--- src/rtl/seq_divider_8by4.sv ---
// Sequential restoring divider: unsigned DW-bit dividend / VW-bit divisor.
// One quotient bit per clock, start/done handshake, divide-by-zero flag.
//
// Ports:
//   clk   : rising-edge clock
//   rst   : synchronous active-high reset
//   start : request, sampled only while idle
//   a     : dividend, captured on the accepting edge
//   b     : divisor, captured on the accepting edge
//   q     : quotient, held from done until the next done
//   r     : remainder, held from done until the next done
//   busy  : high while the restoring steps run
//   done  : one-cycle result-valid pulse
//   dz    : divide-by-zero flag, updated with done
module seq_divider_8by4 #(
  parameter int DW = 8,
  parameter int VW = 4
) (
  input  logic          clk,
  input  logic          rst,
  input  logic          start,
  input  logic [DW-1:0] a,
  input  logic [VW-1:0] b,
  output logic [DW-1:0] q,
  output logic [VW-1:0] r,
  output logic          busy,
  output logic          done,
  output logic          dz
);

  localparam int CW = $clog2(DW);
  localparam logic [CW-1:0] LAST = CW'(DW - 1);

  typedef enum logic [1:0] {
    IDLE,
    CALC,
    DONE
  } state_e;

  state_e        state_q;
  logic [DW-1:0] dvd_q;
  logic [DW-1:0] dvd_d;
  logic [VW-1:0] dvs_q;
  logic [VW-1:0] rem_q;
  logic [VW-1:0] rem_d;
  logic [CW-1:0] cnt_q;
  logic [DW-1:0] q_q;
  logic [VW-1:0] r_q;
  logic          busy_q;
  logic          done_q;
  logic          dz_q;

  // Working remainder is VW+1 bits after the shift.
  logic [VW:0]   rem_sh;
  logic [VW:0]   rem_sub;
  logic          fit;

  // The stored remainder is always below the divisor, so it needs
  // only VW bits; the shifted value gets the extra bit so the
  // compare cannot overflow.
  // When rem_sh >= divisor the difference is below the divisor, so
  // bit VW is clear; otherwise the wrapped difference sets it.
  always_comb begin
    rem_sh  = {rem_q, dvd_q[DW-1]};
    rem_sub = rem_sh - {1'b0, dvs_q};
    fit     = ~rem_sub[VW];
    rem_d   = fit ? rem_sub[VW-1:0] : rem_sh[VW-1:0];
    // Quotient bits enter at the LSB as dividend bits leave the MSB.
    dvd_d   = {dvd_q[DW-2:0], fit};
  end

  always_ff @(posedge clk) begin
    if (rst) begin
      state_q <= IDLE;
      dvd_q   <= '0;
      dvs_q   <= '0;
      rem_q   <= '0;
      cnt_q   <= '0;
      q_q     <= '0;
      r_q     <= '0;
      busy_q  <= 1'b0;
      done_q  <= 1'b0;
      dz_q    <= 1'b0;
    end else begin
      unique case (state_q)
        IDLE: begin
          if (start) begin
            if (b != '0) begin
              dvd_q   <= a;
              dvs_q   <= b;
              rem_q   <= '0;
              cnt_q   <= '0;
              busy_q  <= 1'b1;
              state_q <= CALC;
            end else begin
              q_q     <= '1;
              r_q     <= '0;
              dz_q    <= 1'b1;
              done_q  <= 1'b1;
              state_q <= DONE;
            end
          end
        end
        CALC: begin
          dvd_q <= dvd_d;
          rem_q <= rem_d;
          cnt_q <= cnt_q + 1'b1;
          if (cnt_q == LAST) begin
            q_q     <= dvd_d;
            r_q     <= rem_d;
            dz_q    <= 1'b0;
            busy_q  <= 1'b0;
            done_q  <= 1'b1;
            state_q <= DONE;
          end
        end
        DONE: begin
          done_q  <= 1'b0;
          state_q <= IDLE;
        end
        default: begin
          busy_q  <= 1'b0;
          done_q  <= 1'b0;
          state_q <= IDLE;
        end
      endcase
    end
  end

  assign q    = q_q;
  assign r    = r_q;
  assign busy = busy_q;
  assign done = done_q;
  assign dz   = dz_q;

endmodule

--- config.mk ---
export PLATFORM = sky130hd
export DESIGN_NAME = seq_divider_8by4
export DESIGN_NICKNAME = d
export VERILOG_FILES = /design/src/rtl/seq_divider_8by4.sv
export SDC_FILE = /design/constraint.sdc
export NUM_CORES = 1
export LEC_CHECK = 0
export BUFFER_PORTS_ARGS = -buffer_cell sky130_fd_sc_hd__buf_2
export CORE_MARGIN = 5
export CORE_UTILIZATION = 55
export CTS_CLUSTER_SIZE = 14
export DETAILED_ROUTE_END_ITERATION = 10
export PLACE_DENSITY = 0.79
export SLEW_MARGIN = 20
export SYNTH_ARGS = -nofsm -noshare
export SYNTH_HDL_FRONTEND = slang
export SYNTH_SLANG_ARGS = --single-unit
--- constraint.sdc ---
create_clock -name clk -period 2.3 [get_ports clk]
set_input_delay 0.115 -clock clk [delete_from_list [all_inputs] [get_ports clk]]
set_output_delay 0.115 -clock clk [all_outputs]
set_load 0.03 [all_outputs]
## Yosys cells after proc, flatten, opt, wreduce, memory -nomap -nowiden

Cells that the tools add are included.
Widths: inputs -> output; s select.

| storage, ports and cells | value |
|---|---|
| flip-flop bits (word level) | 36 |
| input bits | 15 |
| logic and storage cells | 61 |

| operators by class | value |
|---|---|
| add/subtract/negate cells | 2 |
| equal/unequal tests | 7 |
| mux-type cells | 31 |
| bitwise operators | 2 |
| reductions and logical operators | 9 |

Operators with widths:

| operator | count |
|---|---|
| $mux 8 | 5 |
| $pmux 8 s2 | 2 |
| $mux 4 | 6 |
| $pmux 4 s2 | 2 |
| $reduce_and 3->1 | 3 |
| $ne 2x2->1 const B | 4 |
| $reduce_and 4->1 | 2 |
| $mux 1 | 6 |
| $mux 2 | 3 |
| $mux 3 | 2 |
| $pmux 3 s2 | 1 |
| $sub 5x4->5 | 1 |
| $pmux 1 s2 | 2 |
| $pmux 2 s2 | 1 |
| $reduce_bool 4->1 | 1 |
| $add 3x1->3 const B | 1 |
| $eq 3x3->1 const B | 1 |
| $pmux 1 s3 | 1 |
| $eq 2x1->1 const B | 1 |
| $eq 2x2->1 const B | 1 |
| $logic_not 2->1 | 1 |
| $not 1->1 | 2 |
| $reduce_and 2->1 | 1 |
| $reduce_bool 2->1 | 1 |

## Logic depth before layout (Yosys ltp)

| logic depth | value |
|---|---|
| depth after elaboration | 4 |
| mapped depth | 8 |
| mapped depth without buffers | 8 |

## Least setup slack after synthesis

OpenSTA, ideal clock, no wires.

| path | value |
|---|---|
| path kind | register to register |
| from | register dvd_q[7] |
| to | register rem_q[2] |
| data arrival time | 2.086 ns |
| required time | 2.219 ns |
| slack | 0.132 ns |
| cell stages (with the launch flop) | 8 |
| buffers on the path | 0 |
| cells stage by stage | dfxtp_1 inv_1 ha_1 fa_1 nand2b_1 o2bb2ai_2 or4b_2 a41oi_1 |

| on the way | value |
|---|---|
| longest elaborated chain between the ends | 3 |

RTL lines:

| item | line | RTL |
|---|---|---|
| start: declaration | 41 | `logic [DW-1:0] dvd_q;` |
| start signal: assignment | 105 | `dvd_q <= dvd_d;` |
| $sub 5x4->5 | 65 | `rem_sub = rem_sh - {1'b0, dvs_q};` |
| $mux 4 | 67 | `rem_d = fit ? rem_sub[VW-1:0] : rem_sh[VW-1:0];` |
| $pmux 4 s2 | 85 | `unique case (state_q)` |
| end signal: assignment | 106 | `rem_q <= rem_d;` |
| end: declaration | 44 | `logic [VW-1:0] rem_q;` |

Every way passes these cells.
A chain may end at the register's enable or synchronous reset.

## Final worst setup path

Same ends and word-level chain as after synthesis.

==> results.toml <==
[floorplan]
die_area_um2 = 4600
die_w_um = 67.9
io-pin-count = 30
initial_utilization = 0.560
die_h_um = 67.9
core_um2 = 3280
rows = 21

[cts]
worstSkewPairLatency_ns = 0.35
cts_root_buf = "clkbuf_4"
htreeDepth = 2
cts_tree = "done"
cts_sinks = 36
postCtsSetupBuffers = 0
clk_pin_slew_ns = 0.12
numCtsBuffers = 5
postCtsHoldBufs = 0
cts.path.max_buffers = 2

[sta]
worst_pin_slew_ns = 0.589
slew_headroom = 0.607
post-route-period-util = 0.989
max_freq_mhz = 440
hold_viol_final = 0
fin_setup_tns_ns = 0
skew_ns = 0.0146
finalSetupViolCount = 0
fin_crit_ns = 2.27
maxSlewViolCount = 0

[global_routing]
use_met2 = 0.295
grt.overflow.total = 0
grt_pass1_wl_um = 6710
grt_max_degree = 34
antenna_found_initial = 0
busiest_layer = "met2"
grt_pass1_vias = 1478
grt_use_total = 0.195
met1_usage = 0.265
grtUsageMet3 = 0.0575

[power]
pwr_density_cell_nw_per_um2 = 720
ir_drop_mv = 0.718
leakage_nw = 0.854

[setup_path]
reg2reg_slack_ns = 0.03
worstPathArrival_ns = 2.56
worstReg2RegStart = "dvd_q[7]"
critPathLaunch = "dvd_q[7]"
crit_family = "simple AND/OR/NAND/NOR gates"
cpPeakStageDelay_ns = 0.67
r2r_cells = 7
crit_required_ns = 2.58
path_buf_inv = 1
r2r-end = "rem_q[2]"
end_kind = "flip-flop"
critPathKind = "reg2reg"
critical_path.max_fanout = 7
crit_path_top_delay_cell = "or4b_2"
crit_path_cell_trace = "inv_1 -> ha_1 -> fa_2 -> nand2b_1 -> o2bb2ai_4 -> or4b_2 -> a41oi_2"
start_kind = "flip-flop"

[yosys]
synth_flop_cell = "dfxtp_1"
syn_avg_cell_area_um2 = 8.68
ys_top_cells_by_area = "dfxtp_1, nor2_1, a211oi_2, nand2_1, ha_1"
ys_seq_area_frac = 0.392
netlist_instances = 212
syn_nets = 234
synth.largest_area_cell = "dfxtp_1"
synth_cell_types = 44
synth_edf_count = 0
async_flop_share = 0
synth-seq-cells = 36
yosys_warnings = 0
synth_top_area_share = 0.392
synth_area_um2 = 1840

[worst_hold_path]
hold_end = "dvd_q[7]"
hold_depth = 3
hp-start = "a[7]"
min_path_type = "in2reg"

[place]
placedCellCount = 279
dp.final_hpwl_um = 2850
gp_congestion = 0.815
port_buffers = 29

[layout]
n_fill_cell = 285
final_common_cell = "nor2_1"
area_growth_pct = 15.0
n_antenna_cell = 0
final_nets = 262
stdcell_count = 287
drive_gt1_frac = 0.253
final_cell_mix = "nor2_1, dfxtp_1, buf_2, nand2_1, a21oi_1"
final_util = 0.644

[routing]
via_per_inst = 5.57
final_antenna_net_count = 0
drt_iter0_markers = 139
first_pass_iters = 4
wl_per_cell_um = 14.2
drt_wl_total_um = 4090
vias = 1599
route.detailed.drc = 0

[flow_run]
max-cap-violations = 0

[status]
status = "completed"
repair_timing:
item                       in CTS  in global routing
gates cloned                    0                  0
gates resized for setup         1                  4
setup endpoints to repair       1                  4
through the flow:
stage          power (mW)  cell area (um2)  worst slack (ns)  hold WS (ns)
5_1_grt              1.60             2120           -0.0496        0.0119
3_3_place_gp         1.06             2010            0.0853         0.387
6_report             1.52             2120            0.0255        0.0161
4_1_cts              1.51             2090            0.0237       0.00246
3_5_place_dp         1.07             2010            0.0288         0.393
2_1_floorplan       0.986             1840             0.132         0.259
kinds of logic after synthesis:
group,share of synthesized area
flip-flops,0.392
multiplexers,0.0218
AND/OR/NAND/NOR,0.226
AO/OA/AOI/OAI,0.237
adder cells (fa/ha/maj),0.0517
XOR/XNOR,0.0143
buffers and inverters,0.0578
cells in the mapped netlist, types with 2 or more instances:
library cell,instances
or3_1,2
nor4_1,2
mux2i_1,4
a211oi_1,4
nand2b_1,8
dfxtp_1,36
inv_1,9
o22ai_1,2
clkbuf_1,4
nor2_1,39
ha_1,6
xnor2_1,2
buf_2,4
nor3b_1,2
a211oi_2,8
a22oi_1,4
a21oi_1,10
buf_1,2
nand2_1,24
nand3_1,4
buf_6,2
o21a_1,4
a311oi_1,7
nor3_1,3
flip-flops by register name (all words and copies together) (netlist names):
| register | flops |
|---|---|
| q | 8 |
| cnt_q | 3 |
| state_q | 2 |
| rem_q | 4 |
| busy | 1 |
| dz | 1 |
| dvs_q | 4 |
| done | 1 |
| r | 4 |
| dvd_q | 8 |
worst max path at each step:
| stage | to | slack (ns) | cells after the start |
|---|---|---|---|
| 2_1_floorplan | rem_q[2] | 0.13 | 7 |
| 3_3_place_gp | r[2] | 0.09 | 8 |
| 3_5_place_dp | rem_q[2] | 0.03 | 7 |
| 4_1_cts | rem_q[2] | 0.02 | 7 |
| 5_1_grt | rem_q[2] | -0.05 | 7 |
| 6_report | rem_q[2] | 0.03 | 7 |
where the power goes:
part	internal (mW)	leakage, nW	switching (mW)
clock network	0.228	0.0422	0.216
logic	0.146	0.517	0.224
registers	0.669	0.295	0.0394
final cells by class:
cell class | instances | area (um2) | share of cell area
multi-input cells | 154 | 1040 | 0.493
flip-flops and latches | 36 | 722 | 0.341
repair buffers | 34 | 183 | 0.0863
well taps | 46 | 57.6 | 0.0272
clock buffers | 6 | 41.3 | 0.0195
clock inverters | 2 | 35.0 | 0.0166
inverters | 9 | 33.8 | 0.0160
worst register-to-register path, cell delays in order (launching register included):
cell and delay [ns]:
dfxtp_2 0.36, inv_1 0.06, ha_1 0.22, fa_2 0.35, nand2b_1 0.20, o2bb2ai_4 0.20
or4b_2 0.67, a41oi_2 0.15
per-layer routing:
layer	vias up	share of wire
met1	759	0.48
met4	0	0.011
met5	-	0
li1	803	-
met2	31	0.47
met3	6	0.039
Note: power is estimated with default switching activity, not from simulation.
